`config.mk`:
```
export PLATFORM = sky130hd
export DESIGN_NAME = pc_fetch_unit
export DESIGN_NICKNAME = d
export VERILOG_FILES = /design/src/rtl/pc_fetch_unit.sv
export SDC_FILE = /design/constraint.sdc
export NUM_CORES = 1
export LEC_CHECK = 0
export CAP_MARGIN = 20
export CORE_ASPECT_RATIO = 0.8
export CORE_UTILIZATION = 45
export DETAILED_ROUTE_END_ITERATION = 7
export PLACE_DENSITY = 0.81
export REMOVE_ABC_BUFFERS = 1
export SYNTH_ARGS = -nofsm -noshare
export SYNTH_HDL_FRONTEND = slang
export SYNTH_SLANG_ARGS = --single-unit
```
`constraint.sdc`:
```
create_clock -name clk -period 8.6 [get_ports clk]
set_input_delay 1.72 -clock clk [delete_from_list [all_inputs] [get_ports clk]]
set_output_delay 1.72 -clock clk [all_outputs]
set_load 0.02 [all_outputs]
```
`src/rtl/pc_fetch_unit.sv`:
```
// rtl/pc_fetch_unit.sv - instruction fetch stage: PC, next-PC select, IF/ID register, fault and fetch count
module pc_fetch_unit #(
  parameter int                    DATA_WIDTH    = 32,
  parameter logic [DATA_WIDTH-1:0] RESET_ADDRESS = 32'h0040_0000,
  parameter int                    MEMORY_DEPTH  = 64
) (
  input  logic                  clk,
  input  logic                  reset,
  input  logic                  Stall_i,
  input  logic                  Flush_i,
  input  logic                  Branch_Taken_i,
  input  logic [DATA_WIDTH-1:0] Branch_Target_i,
  input  logic                  Jump_i,
  input  logic [DATA_WIDTH-1:0] Jump_Target_i,
  input  logic [DATA_WIDTH-1:0] Instruction_i,
  output logic [DATA_WIDTH-1:0] PC_o,
  output logic [DATA_WIDTH-1:0] IFID_Instruction_o,
  output logic [DATA_WIDTH-1:0] IFID_PC_Plus_4_o,
  output logic                  IFID_Valid_o,
  output logic                  Fetch_Fault_o,
  output logic [DATA_WIDTH-1:0] Fetch_Count_o
);

  typedef enum logic {RUN, FAULT} state_t;

  // One extra bit so a text segment reaching the top of the address space still compares correctly.
  localparam logic [DATA_WIDTH:0] SPAN = (DATA_WIDTH+1)'(4 * MEMORY_DEPTH);

  state_t                state;
  logic [DATA_WIDTH-1:0] pc_plus_4;
  logic [DATA_WIDTH-1:0] next_pc;
  logic [DATA_WIDTH-1:0] offset;
  logic                  redirect;
  logic                  pc_advance;
  logic                  legal;

  assign pc_plus_4  = PC_o + DATA_WIDTH'(4);
  assign next_pc    = Jump_i ? Jump_Target_i : (Branch_Taken_i ? Branch_Target_i : pc_plus_4);
  assign offset     = next_pc - RESET_ADDRESS;
  assign legal      = (next_pc[1:0] == 2'b00) && (next_pc >= RESET_ADDRESS) && ({1'b0, offset} < SPAN);
  assign redirect   = Jump_i | Branch_Taken_i;
  assign pc_advance = redirect | ~Stall_i;

  always_ff @(posedge clk or negedge reset) begin
    if (!reset) begin
      state              <= RUN;
      PC_o               <= RESET_ADDRESS;
      IFID_Instruction_o <= '0;
      IFID_PC_Plus_4_o   <= '0;
      IFID_Valid_o       <= 1'b0;
      Fetch_Fault_o      <= 1'b0;
      Fetch_Count_o      <= '0;
    end else begin
      case (state)
        RUN: begin
          // A redirect moves the PC even while stalled; an illegal target freezes it and faults.
          if (pc_advance) begin
            if (legal) begin
              PC_o <= next_pc;
            end else begin
              state         <= FAULT;
              Fetch_Fault_o <= 1'b1;
            end
          end
          if (Flush_i) begin
            IFID_Instruction_o <= '0;
            IFID_PC_Plus_4_o   <= '0;
            IFID_Valid_o       <= 1'b0;
          end else if (!Stall_i) begin
            IFID_Instruction_o <= Instruction_i;
            IFID_PC_Plus_4_o   <= pc_plus_4;
            IFID_Valid_o       <= 1'b1;
            Fetch_Count_o      <= Fetch_Count_o + DATA_WIDTH'(1);
          end
        end
        FAULT: begin
          IFID_Instruction_o <= '0;
          IFID_PC_Plus_4_o   <= '0;
          IFID_Valid_o       <= 1'b0;
        end
        default: state <= FAULT;
      endcase
    end
  end

endmodule
```
==> results.json <==
{
  "power_per_cell_area_nw_per_um2": 161,
  "crit_fanout": 17,
  "critical_path_class": "in -> reg",
  "ant_nets": 0,
  "root_buffer": "clkbuf_16",
  "post_cts_buffers": 0,
  "drt-total-wl_um": 19000,
  "yosys-top-cells-area": "dfrtp_1 53%, a22o_1 6.8%, xnor2_1 5.0%, nand2_1 3.7%, xor2_1 2.4%",
  "grt_usage_pct": 27.5,
  "syn_area_sq_um": 6160,
  "max_cap_viol_count": 0,
  "cts_buffer_depth": 2,
  "nets": 906,
  "dr.pass1.iters": 5,
  "required_ns": 8.90,
  "layout_worst_path_cycle_share_pct": 56.2,
  "crit_path_start_kind": "primary input",
  "seq_area_frac_synth_pct": 53.2,
  "holdWs_ns": 0.464,
  "cts.clk_slew.worst_paths_ns": 0.06,
  "antenna_found_initial": 0,
  "num_rows": 37,
  "cts_max_level": 4,
  "ir_drop_mv": 0.137,
  "hold_class": "reg -> reg",
  "finClkSkew_ns": 0.00786,
  "syn2layout_area_growth_pct": 49.7,
  "core-area_sq_um": 13100,
  "drive_gt1_share_pct": 7.12,
  "wl_per_cell_um": 19.2,
  "drc": 0,
  "die_h_um": 107,
  "antenna_cells": 0,
  "placed_area_sq_um": 8590,
  "vias": 5568,
  "die_area_sq_um": 14200,
  "die_x_um": 133,
  "min_delay_path_depth": 2,
  "ys_ff_latch": 131,
  "start_util_pct": 47.0,
  "ys.flop_type": "dfrtp_1",
  "timing.critical_path.arrival_ns": 5.13,
  "clock_latency_ns": 0.42,
  "ys_types": 56,
  "cts_tree": "yes",
  "yosysTopAreaCell": "dfrtp_1",
  "cts-buffers-inserted": 17,
  "setup_viol": 0,
  "synth.top_cell.area_share_pct": 52.8,
  "rr_worst_depth": 9,
  "setup_tns_ns": 0,
  "synth_edf_count": 0,
  "min_period_ns": 4.84,
  "maxSlewViolCount": 0,
  "grt_max_degree": 73,
  "leakagePower_uw": 0.00398,
  "max_stage_delay_ns": 0.70,
  "rsz0062_at_grt": "no",
  "async_flop_share_pct": 100,
  "vias_per_cell": 5.62,
  "endpoint_kind": "register",
  "cpMostUsedCell": "nor3_1",
  "grt-ovfl-total": 0,
  "synth_cells": 579,
  "status": "finished clean",
  "crit_chain": "clkdlybuf4s50_1 -> or3_1 -> nor3_1 -> nor3b_1 -> and3_1 -> nand2b_1 -> nor3_1 -> nand3_1 -> xnor2_1",
  "yosysWarnings": 0,
  "final_area_sq_um": 9220,
  "finalHoldViolCount": 0,
  "io_buffers": 231,
  "io_pins": 232,
  "reg2reg_slack_ns": 4.77,
  "max_freq_ghz": 0.207,
  "grt_pass1_wl_um": 29800,
  "hold_buffers": 0,
  "worst_slew_pin_slew_ns": 0.889,
  "slowest_stage": "or3_1",
  "dp_hpwl_um": 13100,
  "syn-mean-instance-area_sq_um": 10.6,
  "cts.sinks": 131,
  "gp_congestion": 0.899,
  "dr.first_iter.drc_count": 392,
  "grt_pass1_vias": 5517,
  "slew-limit-headroom_pct": 40.7,
  "cts_resized": 0
}
[report_power, final]
part	internal (uW)	switching, uW
clock network	490	287
logic	50.7	35.4
registers	617	0.916
[final cells by class]
class | instances | area (sq um)
multi-input cells | 408 | 2720
repair buffers | 236 | 2350
inverters | 8 | 30.0
fillers | 923 | 3880
clock inverters | 14 | 200
well taps | 175 | 219
flip-flops and latches | 131 | 3280
clock buffers | 18 | 429
[cells by family (layout without fill, tap and decap cells)]
| group | Yosys count | after routing | synth area share, % |
|---|---|---|---|
| muxes | 15 | 15 | 2.88 |
| adders and majority gates | 2 | 2 | 0.406 |
| and+or+nand+nor | 219 | 219 | 18.9 |
| xor gates and xnor gates | 52 | 52 | 7.39 |
| DFF | 131 | 131 | 53.2 |
| buffers and inverters | 40 | 276 | 2.84 |
| AOI/OAI and AO/OA | 120 | 120 | 14.3 |
[metal layers]
metal / global-route usage (%) / part of all wire (%) / up-vias
li1: - / - / 2529
met1: 36.1 / 42 / 2730
met2: 45.1 / 49 / 269
met3: 5.63 / 7.1 / 40
met4: 10.3 / 2.2 / 0
met5: 0 / 0 / -
[critical path, delay by kind of cell]
family        cells  cell delay (ns)
xor+xnor          1             0.16
simple gates      7             2.74
buf+inv           1             0.50
[synthesized netlist by cell type (2+ instances only)]
cell type  instances
clkbuf_1          20
nor2b_1            5
inv_1              8
o21ai_0           24
a31oi_1            5
mux2i_1            8
or3_1              5
xnor2_1           35
o31ai_1            2
nand2_1           60
nor2_1            29
buf_1              2
mux2_2             2
o2111ai_1          2
nand3b_1           2
nor3b_1            3
a21oi_1           15
a22o_1            48
nor4_1            14
nand4_1           13
or4_1              2
xor2_1            17
and3_1            10
and2_1            22
mux2_4             5
ha_1               2
or2_2              6
dfrtp_1          130
buf_2              8
nor3_1            12
nand3_1           23
and4_1             4
nor4b_1            2
o221ai_1           2
a21o_1             8
buf_6              2
o31a_1             3
[layout by cell type (no fill, tap or decap), drive strengths merged, types with 5 or more instances in the layout]
cell type      instances
nand3                 24
nand2                 60
a31oi                  5
buf                    6
or2                    7
nor2                  29
nor3                  13
mux2i                  8
a21o                   8
a22o                  48
or3                    5
xnor2                 35
mux2                   7
nor2b                  5
a21oi                 15
clkdlybuf4s50        230
clkbuf                18
xor2                  17
nor4                  15
o21ai                 24
inv                   13
dfrtp                130
and3                  10
nand4                 14
and2                  22
[stage by stage]
step | cells | power (uW) | util, % | setup slack [ns]
finish | 990 | 1480 | 70.4 | 3.76
global route | 990 | 1520 | 70.4 | 3.53
CTS | 990 | 1490 | 70.4 | 3.79
detailed placement | 958 | 715 | 65.6 | 3.48
global placement | 958 | 714 | 65.6 | 3.63
floorplan | 547 | 645 | - | 2.91
[final timing paths]
| kind | startpoint | to |
|---|---|---|
| max in group asynchronous | reset | PC_o[31]$_DFFE_PN0P_ |
| hold / removal | IFID_PC_Plus_4_o[27]$_DFFE_PN0P_ | IFID_PC_Plus_4_o[27]$_DFFE_PN0P_ |
| setup / recovery | Flush_i | Fetch_Count_o[29]$_DFFE_PN0P_ |
| hold reg to reg | IFID_PC_Plus_4_o[27]$_DFFE_PN0P_ | IFID_PC_Plus_4_o[27]$_DFFE_PN0P_ |
| min in group asynchronous | reset | IFID_Instruction_o[6]$_DFFE_PN0P_ |
| setup reg to reg | PC_o[2]$_DFFE_PN0P_ | PC_o[5]$_DFFE_PN0P_ |
[state kept, by name, indices dropped and copies added, names as in the netlist]
name	count
IFID_PC_Plus_4_o	32
IFID_Instruction_o	32
Fetch_Fault_o	1
Fetch_Count_o	32
PC_o	32
IFID_Valid_o	1
state	1
Note: power is estimated with default switching activity, not from simulation.
